$ cat config.mk
export PLATFORM = sky130hd
export DESIGN_NAME = timer_ctrl
export DESIGN_NICKNAME = d
export VERILOG_FILES = /design/src/rtl/timer_ctrl_pkg.sv /design/src/rtl/timer_presc.sv /design/src/rtl/timer_ctrl.sv
export SDC_FILE = /design/constraint.sdc
export NUM_CORES = 1
export LEC_CHECK = 0
export BUFFER_PORTS_ARGS = -buffer_cell sky130_fd_sc_hd__buf_2
export CORE_MARGIN = 3
export CORE_UTILIZATION = 53
export DETAILED_ROUTE_END_ITERATION = 7
export GPL_TIMING_DRIVEN = 0
export PLACE_DENSITY = 0.89
export SLEW_MARGIN = 40
export SYNTH_ARGS = -nofsm -noshare
export SYNTH_HDL_FRONTEND = slang
export SYNTH_SLANG_ARGS = --single-unit
$ cat constraint.sdc
create_clock -name clk_in -period 2.48 [get_ports clk_in]
set_input_delay 0 -clock clk_in [delete_from_list [all_inputs] [get_ports clk_in]]
set_output_delay 0 -clock clk_in [all_outputs]
set_load 0.05 [all_outputs]
$ cat src/rtl/timer_ctrl_pkg.sv
// timer_ctrl shared definitions: FSM state encoding and run-mode constants.
package timer_ctrl_pkg;

    typedef enum logic [1:0] {
        IDLE = 2'd0,
        LOAD = 2'd1,
        RUN  = 2'd2
    } state_t;

    localparam logic ONESHOT  = 1'b0;
    localparam logic PERIODIC = 1'b1;

endpackage

$ cat src/rtl/timer_presc.sv
// timer_presc: down-counting prescaler, tick whenever the counter sits at zero.
module timer_presc
    import timer_ctrl_pkg::*;
#(
    parameter int PRESC_W = 8
) (
    input  logic               clk_in,
    input  logic               rst,
    input  logic               load,
    input  logic [PRESC_W-1:0] value,
    output logic               tick
);

    logic [PRESC_W-1:0] cnt_q;

    always_ff @(posedge clk_in) begin
        if (rst) begin
            cnt_q <= '0;
        end else if (load || cnt_q == '0) begin
            cnt_q <= value;
        end else begin
            cnt_q <= cnt_q - 1'b1;
        end
    end

    assign tick = (cnt_q == '0);

endmodule

$ cat src/rtl/timer_ctrl.sv
// timer_ctrl: one-shot/periodic down-counting timer with sticky irq.
// Optional prescaler enabled by defining TIMER_CTRL_PRESC_EN.
module timer_ctrl
    import timer_ctrl_pkg::*;
#(
    parameter int WIDTH   = 16,
    parameter int PRESC_W = 8
) (
    input  logic               clk_in,
    input  logic               rst,
    input  logic               start,
    input  logic               stop,
    input  logic               mode,
    input  logic [PRESC_W-1:0] presc,
    input  logic [WIDTH-1:0]   period,
    input  logic               irq_clr,
    output logic               busy,
    output logic [WIDTH-1:0]   count,
    output logic               tc,
    output logic               irq
);

    state_t             state_q;
    state_t             state_d;
    logic               mode_q;
    logic [WIDTH-1:0]   period_q;
    logic [WIDTH-1:0]   count_q;
    logic               tc_q;
    logic               irq_q;
    logic               tick;
    logic               accept;
    logic               term;

`ifdef TIMER_CTRL_PRESC_EN
    logic [PRESC_W-1:0] presc_q;

    always_ff @(posedge clk_in) begin
        if (rst) begin
            presc_q <= '0;
        end else if (accept) begin
            presc_q <= presc;
        end
    end

    timer_presc #(
        .PRESC_W (PRESC_W)
    ) u_presc (
        .clk_in (clk_in),
        .rst    (rst),
        .load   (state_q == LOAD),
        .value  (presc_q),
        .tick   (tick)
    );
`else
    logic presc_unused;

    assign presc_unused = ^presc;
    assign tick         = 1'b1;
`endif

    assign accept = (state_q == IDLE) && start && !stop;
    assign term   = (state_q == RUN) && !stop && tick
                    && (count_q == '0);

    always_comb begin
        state_d = state_q;
        unique case (state_q)
            IDLE: begin
                if (accept) state_d = LOAD;
            end
            LOAD: begin
                state_d = stop ? IDLE : RUN;
            end
            RUN: begin
                if (stop) begin
                    state_d = IDLE;
                end else if (term && mode_q == ONESHOT) begin
                    state_d = IDLE;
                end
            end
            default: state_d = IDLE;
        endcase
    end

    always_ff @(posedge clk_in) begin
        if (rst) begin
            state_q <= IDLE;
        end else begin
            state_q <= state_d;
        end
    end

    // Counter only moves on non-aborted LOAD/RUN cycles; zero is
    // resolved by reload or by holding, never by wrapping.
    always_ff @(posedge clk_in) begin
        if (rst) begin
            mode_q   <= ONESHOT;
            period_q <= '0;
            count_q  <= '0;
            tc_q     <= 1'b0;
            irq_q    <= 1'b0;
        end else begin
            tc_q <= term;
            if (term) begin
                irq_q <= 1'b1;
            end else if (irq_clr) begin
                irq_q <= 1'b0;
            end
            if (accept) begin
                mode_q   <= mode;
                period_q <= period;
            end
            if (state_q == LOAD && !stop) begin
                count_q <= period_q;
            end else if (state_q == RUN && !stop && tick) begin
                if (count_q != '0) begin
                    count_q <= count_q - 1'b1;
                end else if (mode_q == PERIODIC) begin
                    count_q <= period_q;
                end
            end
        end
    end

    assign busy  = (state_q == LOAD) || (state_q == RUN);
    assign count = count_q;
    assign tc    = tc_q;
    assign irq   = irq_q;

endmodule

# Yosys cells after proc, flatten, opt, wreduce, memory -nomap -nowiden
# Index checks and enable logic that the tools add are counted.
# W data, S select, Z words.
[word_totals]
output_inout_bits = 19
ff_bits = 37
input_bits = 30
word_cells = 39
[classes]
mux = 11
n_bitwise = 1
n_addsub = 1
reduce_logical = 16
eq_ne = 4
[op_table]
columns = ["operator", "count"]
rows = [
  ["$mux W16", 4],
  ["$logic_not A16 Y1", 1],
  ["$reduce_bool A16 Y1", 1],
  ["$sub A16 B1 Y16 const B", 1],
  ["$mux W2", 4],
  ["$logic_and A1 B1 Y1", 6],
  ["$pmux W2 S3", 1],
  ["$reduce_and A2 Y1", 2],
  ["$reduce_bool A2 Y1", 2],
  ["$ne A3 B3 Y1 const B", 1],
  ["$reduce_bool A3 Y1", 1],
  ["$eq A2 B1 Y1 const B", 1],
  ["$eq A2 B2 Y1 const B", 1],
  ["$logic_not A2 Y1", 1],
  ["$mux W1", 2],
  ["$ne A2 B2 Y1 const B", 1],
  ["$logic_not A1 Y1", 1],
  ["$logic_or A1 B1 Y1", 1],
  ["$not A1 Y1", 1],
]

# Longest topological paths before layout
# Gate-level depths: netlist of the first run.
[logic_depth]
depth_word = 7
ltp_mapped = 8
mapped_depth_nobuf = 7

# Worst setup path before layout of the first run
# No wires, ideal clock.
[synth_timing]
path_type = "reg-to-reg"
start = "register count_q[0] (netlist: count[0])"
end = "register count_q[14] (netlist: count[14])"
arrival_time_ns = 2.036
path_buffers = 0
path_stages_with_launch = 8
period_less_slack_ns = 2.153
setup_time_ns = 0.118
setup_slack_ns = 0.327
required_ns = 2.362
cell_sequence = "dfxtp_1 -> inv_1 -> ha_1 -> nor2b_1 -> nand3_1 -> or4_1 -> o221a_1 -> o22a_1"
[synth_via]
elab_chain_cells = 4
word_cells_on_any_way = 7
classes_between = "add/sub (1); mux (3); reduce/logical (3)"
[synth_lines]
columns = ["element", "line", "source"]
rows = [
  ["start: declaration", "timer_ctrl.sv:27", "logic [WIDTH-1:0] count_q;"],
  ["start signal: assignment", "timer_ctrl.sv:114", "count_q <= period_q;"],
  ["start signal: assignment", "timer_ctrl.sv:117", "count_q <= count_q - 1'b1;"],
  ["start signal: assignment", "timer_ctrl.sv:119", "count_q <= period_q;"],
  ["$sub A16 B1 Y16 / $reduce_bool A16 Y1 (equally long branches)", "timer_ctrl.sv:117, timer_ctrl.sv:116", ""],
  ["$mux W16", "timer_ctrl.sv:116", "if (count_q != '0) begin"],
  ["$mux W16", "timer_ctrl.sv:115", "end else if (state_q == RUN && !stop && tick) begin"],
  ["$mux W16", "timer_ctrl.sv:113", "if (state_q == LOAD && !stop) begin"],
]
# Parallel ways exist; a longest one is shown, timed or not. The select of a mux whose other input is x is not followed.
# A chain may end at the register's enable or synchronous reset.

# Worst setup path in the final report of the first run
[layout_timing]
start = "register count_q[8] (netlist: count[8])"
end = "register count_q[3] (netlist: count[3])"
[layout_via]
elab_chain_cells = 4
word_cells_on_any_way = 6
classes_between = "mux (3); reduce/logical (3)"
[layout_lines]
columns = ["element", "line"]
rows = [
  ["$reduce_bool A16 Y1 (*)", "timer_ctrl.sv:116"],
  ["$mux W16", "timer_ctrl.sv:116"],
  ["$mux W16", "timer_ctrl.sv:115"],
  ["$mux W16", "timer_ctrl.sv:113"],
]
# Every way passes the cells marked *; elsewhere a longest branch is shown, timed or not. The select of a mux whose other input is x is not followed.

==> results of run 1 <==
[stage by stage]
step                power, mW  hold WS (ns)  worst slack (ns)  instance area [µm²]  cells
global placement        1.765        0.2392            0.3020                 2256    328
floorplan               1.571        0.1360            0.3265                 2003    243
finish                  2.244        0.1068            0.1802                 2524    354
CTS                     2.222       0.09122            0.2154                 2524    354
detailed placement      1.790        0.2473            0.2273                 2261    328
global route            2.372        0.1250           0.03309                 2524    354
[final timing paths]
path                                  from                       end  depth (start not counted)
setup / recovery     count[8]$_SDFFE_PP0P_     count[3]$_SDFFE_PP0P_                          6
hold / removal                        stop             tc$_SDFF_PP0_                          4
setup reg to reg     count[8]$_SDFFE_PP0P_     count[3]$_SDFFE_PP0P_                          6
hold reg to reg   period_q[6]$_SDFFE_PP0P_  period_q[6]$_SDFFE_PP0P_                          2
[layer usage]
layer  vias to the layer above  global-route usage [%]
li1                       1002                       -
met1                       988                   31.31
met2                        84                   44.84
met3                         7                   7.155
met4                         0                   11.39
met5                         -                       0
[power by group through the flow]
stage	clock [mW]	combinational [mW]	sequential (mW)
floorplan	0	0.806	0.765
global placement	0	1.07	0.692
detailed placement	0	1.09	0.695
CTS	0.415	1.13	0.681
global route	0.446	1.24	0.687
finish	0.411	1.15	0.682
[layout make-up]
| cell class | count | area (µm²) |
|---|---|---|
| Fill cell | 274 | 970.9 |
| Tap cell | 46 | 57.56 |
| Multi-Input combinational cell | 175 | 1131 |
| Sequential cell | 37 | 740.7 |
| Clock buffer | 6 | 72.57 |
| Timing Repair Buffer | 57 | 375.4 |
| Inverter | 18 | 67.56 |
| Clock inverter | 2 | 10.01 |
| Buffer | 13 | 68.82 |
[tightest hold or removal path, cell delays in order]
cell and delay [ns]:
buf_2 0.14, nor2b_1 0.07, nand2_1 0.10, nor2_1 0.05
[what timing repair did]
action	in CTS	in global routing
hold buffers	18	0
gates resized for setup	0	0
endpoints found under the hold margin	18	0
[sequential cells by signal (all words and copies together) (netlist names)]
| register | cells |
|---|---|
| period_q | 16 |
| count | 16 |
| mode_q | 1 |
| tc | 1 |
| state_q | 2 |
| irq | 1 |
[cells by family after synthesis]
group	count (synthesis)	synth area share, %
fa+ha+maj	5	3.123
simple gates	94	23.55
compound gates	73	28.05
buf+inv	31	6.808
flops	37	36.98
mux	3	1.499
[cells in the mapped netlist (2+ instances only)]
master	number	area [µm²]
a21oi_1	33	165.2
a22oi_1	4	30.03
a2bb2oi_1	2	17.52
a31oi_1	2	12.51
and2_1	2	12.51
and3_1	2	12.51
buf_6	2	22.52
clkbuf_1	8	30.03
dfxtp_1	37	740.7
ha_1	5	62.56
inv_1	18	67.56
mux2i_1	3	30.03
nand2_1	48	180.2
nand2b_1	4	25.02
nand3_1	8	40.04
nor2_1	7	26.28
nor2b_1	3	18.77
nor3_1	8	40.04
o21ai_0	3	15.01
o221a_2	2	22.52
o22a_1	4	35.03
o31ai_1	3	22.52
o32ai_1	5	43.79
o32ai_2	5	81.33
==> run_results.csv, run 1 <==
group,metric,value,unit
grt,grt_pass1_vias,1960,
route,wirelength,5.477,mm
setup_path,crit_type,"reg2reg",
route,via_per_inst,5.879,
setup_path,end_kind,"register",
placed_design,routabilityCongestion,0.8510,
setup_path,cpMaxStageDelayCell,"o41ai_4",
sta,clock_skew,0.004547,ns
placed_design,port_buffers,39,
yosys,synth_cells,243,
clocking,post-cts-setup-buffers,0,
setup_path,cp_cell_sequence,"nor4_4 > nand3_2 > o41ai_4 > nand2b_1 > buf_4 > o32ai_1",
cells_and_area,fin_util,72.22,%
yosys,synth_edf_count,0,
setup_path,path_buf_inv,1,
clocking,numCtsBuffers,5,
pwr,p_int,1.291,mW
setup_path,worst_ep_required_time,2.63,ns
pwr,seq_power_share,30.4,%
sta,min_period,2.300,ns
floorplan,dieHeight,67.48,µm
route,drt-met1-wl,2.273,mm
route,top_layer,"met4",
pwr,p_leak,1.137,nW
clocking,cts.sinks,37,
outcome,run_status,"finished clean",
route,route.detailed.drc,0,
sta,hold_viol_final,0,
clocking,cts_tree,"yes",
clocking,cts_max_path_buffers,2,
grt,grt_pass1_wl,8.963,mm
cells_and_area,layout_common_cells,"nand2_1, buf_2, dfxtp_1",
run,maxCapViolCount,0,
pwr,vdd_drop_max,0.4187,mV
sta,setup-violations-final,0,
clocking,clk_latency,0.30,ns
clocking,clockRootBuffer,"clkbuf_8",
sta,maxSlewViolCount,0,
route,dr_wl_met2,2.743,mm
route,met3_length,378,µm
pwr,p_sw_share,42.46,%
floorplan,fp-row-count,21,
yosys,synth_area,2003,µm²
setup_path,reg2reg_slack,0.18,ns
grt,grt-ovfl-total,0,
setup_path,cp.arrival,2.45,ns
placed_design,hpwl,3.809,mm
cells_and_area,layout.nets,342,
setup_path,slowest_delay,0.64,ns
route,vias,2081,
clocking,clk_pin_slew,0.07,ns
setup_path,start_kind,"register",
setup_path,crit_fanout,10,
floorplan,coreArea,3495,µm²
yosys,synth_fp_nets,278,
pwr,pwr-share-comb,51.3,%
cells_and_area,final_layout_size_suffix_gt1_share,21.43,%
clocking,ctsHtreeMaxLevel,2,
pwr,p_clk_share,18.3,%
yosys,ys.flop_type,"dfxtp_1",
route,ant_nets,0,
route,drt_iter0_markers,174,
sta,finalSetupTns,0,ns
cells_and_area,area_growth,25.98,%
route,drtPass1Iterations,4,
yosys,ys_seq_elements,37,
setup_path,critPathTopFamily,"simple AND/OR/NAND/NOR gates",
sta,period_share,92.74,%
pwr,p_sw,0.9530,mW
floorplan,die_x,67.48,µm
sta,max_freq,434.8,MHz
sta,worst_pin_slew,0.8042,ns
floorplan,start_util,57.32,%
floorplan,die-area,4554,µm²
yosys,async_flop_share,0,%
yosys,ys_warn_count,0,
worst_hold_path,hold_path_class,"in2reg",
yosys,synth_cell_types,49,
grt,grt.total_usage,26.52,%
grt,grt_max_degree,12,
route,wl_per_cell,15.47,µm
floorplan,io_pins,49,
sta,rsz0062_at_grt,"false",
pwr,power.density,889.3,nW/µm²
cells_and_area,n_antenna_cell,0,
sta,max_slew_margin,45.80,%
yosys,post_synth.cell_area_avg,8.244,µm²
cells_and_area,final_common_cell,"nand2_1",
grt,antenna_found_initial,0,
yosys,ys_seq_area_share,36.98,%
No activity file was read; power rests on OpenSTA's default activity.
==> run 2: changes to the inputs <==
Settings changed: REMOVE_ABC_BUFFERS set to 1.
==> run 2 against run 1 <==
  * Critical endpoint is now count[14]$_SDFFE_PP0P_
  * Non-clock buffer count down 8
  * Die area did not move
  * Count of clock-buffer cells in the layout up 1
  * Design area about the same
  * Clock power up 32%
  * Maximum frequency increased by 3.3%
  * Wire length down 8.5%
  * Total power grew 2.3%
  * Critical path type unchanged
  * Sequential power barely moved
==> run_results.csv, run 2 (synthesized netlist as in run 1, its figures left out) <==
group,metric,value,unit
sta,period_share,89.76,%
sta,max_slew_margin,47.95,%
floorplan,dieHeight,67.48,µm
grt,grt_max_degree,35,
route,route.detailed.drc,0,
outcome,run_status,"finished clean",
placed_design,hpwl,3.415,mm
grt,antenna_found_initial,0,
pwr,p_sw,0.9139,mW
floorplan,coreArea,3495,µm²
clocking,numCtsBuffers,5,
cells_and_area,final_common_cell,"nand2_1",
pwr,p_leak,1.146,nW
pwr,p_int,1.382,mW
worst_hold_path,hold_depth,4,
route,wl_per_cell,14.48,µm
route,ant_nets,0,
pwr,power.density,909.0,nW/µm²
clocking,cts_max_path_buffers,2,
route,via_per_inst,5.691,
setup_path,crit-reg2reg-launch,"count[0]$_SDFFE_PP0P_",
clocking,ctsHtreeMaxLevel,2,
setup_path,cp.arrival,2.42,ns
cells_and_area,final_layout_size_suffix_gt1_share,23.00,%
pwr,pwr-share-comb,46.7,%
run,maxCapViolCount,0,
placed_design,post_dp_cell_area,2218,µm²
sta,min_period,2.226,ns
route,wirelength,5.010,mm
grt,grt_pass1_vias,1802,
cells_and_area,layout_common_cells,"nand2_1, buf_2, dfxtp_1",
cells_and_area,fin_util,72.29,%
clocking,cts.sinks,37,
setup_path,start_kind,"register",
sta,setup-violations-final,0,
sta,rsz0062_at_grt,"false",
placed_design,routabilityCongestion,0.8856,
pwr,power,2.296,mW
sta,holdWs,0.07805,ns
setup_path,worst_ep_required_time,2.67,ns
setup_path,reg2reg_depth,7,
grt,grt-ovfl-total,0,
floorplan,fp-row-count,21,
floorplan,io_pins,49,
sta,worst_pin_slew,0.7723,ns
sta,max_freq,449.2,MHz
pwr,seq_power_share,29.7,%
route,vias,1969,
clocking,clockRootBuffer,"clkbuf_8",
route,drt_iter0_markers,172,
setup_path,crit_type,"reg2reg",
floorplan,start_util,57.32,%
placed_design,port_buffers,40,
cells_and_area,n_antenna_cell,0,
sta,maxSlewViolCount,0,
worst_hold_path,hold_path_class,"in2reg",
clocking,cts_tree,"yes",
cells_and_area,area_growth,26.11,%
sta,clock_skew,0.01047,ns
clocking,clk_latency,0.30,ns
setup_path,startpoint,"count[0]$_SDFFE_PP0P_",
cells_and_area,final_area,2526,µm²
pwr,vdd_drop_max,0.4046,mV
setup_path,crit_fanout,5,
floorplan,die_x,67.48,µm
route,drtPass1Iterations,4,
worst_hold_path,hold_path_startpoint,"stop",
pwr,p_clk_share,23.6,%
pwr,p_sw_share,39.80,%
floorplan,die-area,4554,µm²
cells_and_area,fillers,274,
clocking,clk_pin_slew,0.07,ns
setup_path,end_kind,"register",
sta,hold_viol_final,0,
cells_and_area,layout.nets,334,
grt,grt_pass1_wl,8.142,mm
grt,grt.total_usage,23.64,%
run 2: worst max-delay path, cell delays in order (launching register included):
cell and delay (ns):
dfxtp_1 0.36, inv_1 0.16, ha_1 0.18, nor2b_1 0.34, nand3_1 0.20, or4_1 0.48
o221a_1 0.23, o22a_1 0.18
run 2: area by class of cell:
cell class              instances  area, µm²  area share [%]
clock buffers                   7      86.33           3.418
clock inverters                 1      30.03           1.189
inverters                      18      67.56           2.675
multi-input cells             175       1135           44.92
flip-flops and latches         37      740.7           29.32
well taps                      46      57.56           2.278
repair buffers                 62      409.1           16.20
run 2: worst paths after layout:
check / to / slack [ns]
hold / removal: period_q[0]$_SDFFE_PP0P_ / 0.08
setup / recovery: count[14]$_SDFFE_PP0P_ / 0.25
setup reg to reg: count[14]$_SDFFE_PP0P_ / 0.25
hold reg to reg: period_q[4]$_SDFFE_PP0P_ / 0.46
run 2: what timing repair did:
action / CTS / global route
hold endpoints to repair: 18 / 0
endpoints found under the setup margin: 11 / 4
hold buffers: 18 / 0
gates cloned: 0 / 0
buffers inserted: 0 / 1
pin swaps: 0 / 1
resized for setup: 1 / 0
run 2: layer usage:
layer | global-route usage (%) | part of all wire (%) | vias to the layer above
li1 | - | - | 983
met1 | 29.79 | 45 | 895
met2 | 37.18 | 46 | 76
met3 | 6.156 | 6.0 | 15
met4 | 11.65 | 2.8 | 0
met5 | 0 | 0 | -
run 2: through the flow:
step                      worst slack, ns  setup TNS [ns]  cells
after floorplan                   0.04794               0    230
after global placement            -0.2308          -4.583    316
after detailed placement         -0.03406         -0.1473    319
after CTS                          0.1448               0    345
after global routing               0.1303               0    346
final                              0.2540               0    346
run 2: power by group through the flow:
stage                     logic, mW  clock network (mW)  registers [mW]
after global routing           1.17               0.576           0.687
after CTS                      1.05               0.543           0.679
after detailed placement       1.03                   0           0.693
final                          1.07               0.543           0.681
after global placement         1.00                   0           0.691
after floorplan               0.735                   0           0.765
==> run 3: changes to the inputs <==
Settings changed: CORE_ASPECT_RATIO set to 0.75, CTS_CLUSTER_DIAMETER set to 150.
==> run 3 against run 2 <==
  * Die area is 0.16% higher
  * Clock skew is 0.0021 ns lower
  * Setup slack worse by 0.060 ns
  * Wire length is 8.7% higher
  * Largest cell class unchanged
  * Largest power group unchanged
==> run_results.csv, run 3 (synthesized netlist as in run 1, its figures left out) <==
group,metric,value,unit
cells_and_area,layout.nets,335,
pwr,vdd_drop_max,0.5159,mV
grt,grt-ovfl-total,0,
sta,rsz0062_at_grt,"false",
floorplan,fp-row-count,18,
setup_path,crit_type,"reg2reg",
sta,max_slew_margin,46.32,%
placed_design,hpwl,3.669,mm
setup_path,start_kind,"register",
cells_and_area,final_common_cell,"nand2_1",
pwr,p_leak,1.147,nW
grt,grt.total_usage,24.78,%
worst_hold_path,hold_depth,4,
floorplan,coreArea,3446,µm²
sta,clock_skew,0.008337,ns
placed_design,place_inst,322,
setup_path,worst_ep_required_time,2.66,ns
route,vias,2032,
placed_design,port_buffers,40,
setup_path,end_kind,"register",
sta,period_share,92.16,%
clocking,clockRootBuffer,"clkbuf_8",
clocking,cts_tree,"yes",
clocking,cts.sinks,37,
route,wirelength,5.448,mm
placed_design,routabilityCongestion,0.9108,
floorplan,dieHeight,59.24,µm
route,drt_iter0_markers,223,
grt,antenna_found_initial,0,
sta,finalSetupTns,0,ns
route,route.detailed.drc,0,
clocking,clk_pin_slew,0.07,ns
sta,worst_pin_slew,0.7965,ns
worst_hold_path,hold_path_class,"in2reg",
floorplan,die_x,76.99,µm
cells_and_area,fin_cells,351,
floorplan,start_util,58.13,%
setup_path,cp.arrival,2.47,ns
sta,hold_viol_final,0,
sta,min_period,2.286,ns
cells_and_area,layout_common_cells,"nand2_1, buf_2, dfxtp_1",
clocking,cts_max_path_buffers,2,
route,drtPass1Iterations,5,
sta,max_freq,437.5,MHz
route,via_per_inst,5.789,
run,maxCapViolCount,0,
setup_path,crit_fanout,22,
cells_and_area,final_layout_size_suffix_gt1_share,23.26,%
grt,grt_pass1_vias,1875,
cells_and_area,area_growth,26.67,%
sta,maxSlewViolCount,0,
cells_and_area,fillers,282,
sta,setup-violations-final,0,
grt,grt_pass1_wl,8.818,mm
grt,grt_max_degree,35,
floorplan,io_pins,49,
outcome,run_status,"finished clean",
setup_path,reg2reg_depth,5,
clocking,ctsHtreeMaxLevel,2,
floorplan,die-area,4561,µm²
clocking,clk_latency,0.30,ns
route,wl_per_cell,15.52,µm
cells_and_area,n_antenna_cell,0,
pwr,power.density,916.2,nW/µm²
route,ant_nets,0,
clocking,numCtsBuffers,5,
run 3: cell types whose count changed in the layout (fill, tap and decap cells not counted), sizes merged:
cell,delta
buf,+1
run 3: final cells by class:
cell class / count / area, µm² / area share (%)
clock buffer: 7 / 86.33 / 3.402
timing repair buffer: 63 / 415.4 / 16.37
multi-input combinational: 175 / 1135 / 44.72
clock inverter: 1 / 30.03 / 1.183
inverter: 18 / 67.56 / 2.663
sequential: 37 / 740.7 / 29.19
tap: 50 / 62.56 / 2.465
run 3: path summary, 6_finish.rpt:
path	startpoint	end	slack [ns]
worst min-delay path	stop	tc$_SDFF_PP0_	0.09
worst min register to register	period_q[4]$_SDFFE_PP0P_	period_q[4]$_SDFFE_PP0P_	0.46
worst max-delay path	count[2]$_SDFFE_PP0P_	count[12]$_SDFFE_PP0P_	0.19
worst max register to register	count[2]$_SDFFE_PP0P_	count[12]$_SDFFE_PP0P_	0.19
run 3: worst max-delay path, stage by stage (launching register included):
cell     delay [ns]
dfxtp_1        0.37
nor4_2         0.35
nand2_2        0.18
o41a_2         0.72
o221a_2        0.35
o22a_1         0.19
run 3: stage by stage:
| stage | area, µm² | util, % | power, mW | hold WS, ns | setup WS [ns] |
|---|---|---|---|---|---|
| finish | 2537 | 73.64 | 2.325 | 0.09297 | 0.1943 |
| global route | 2537 | 73.64 | 2.441 | 0.1350 | 0.09037 |
| CTS | 2514 | 72.95 | 2.299 | 0.09432 | 0.08116 |
| detailed placement | 2215 | 64.27 | 1.736 | 0.2466 | -0.02060 |
| global placement | 2197 | 63.76 | 1.693 | 0.2400 | -0.1849 |
| floorplan | 1934 | - | 1.500 | 0.06907 | 0.04794 |
run 3: power breakdown:
| part | internal (mW) | switching, mW |
|---|---|---|
| sequential | 0.634 | 0.0482 |
| clock | 0.328 | 0.214 |
| combinational | 0.422 | 0.678 |
run 3: what timing repair did:
action                                 4_1_cts  5_1_grt
gates resized for setup                      1        0
endpoints found under the hold margin       18        0
pin swaps                                    0        1
hold buffers                                18        0
setup buffers                                0        3
setup endpoints to repair                   11       15
run 3: metal layers:
layer / global-route usage [%] / share of wire [%] / vias up
li1: - / - / 992
met5: 0 / 0 / -
met2: 41.69 / 47 / 98
met1: 30.96 / 44 / 932
met4: 11.68 / 1.6 / 0
met3: 5.319 / 7.6 / 10
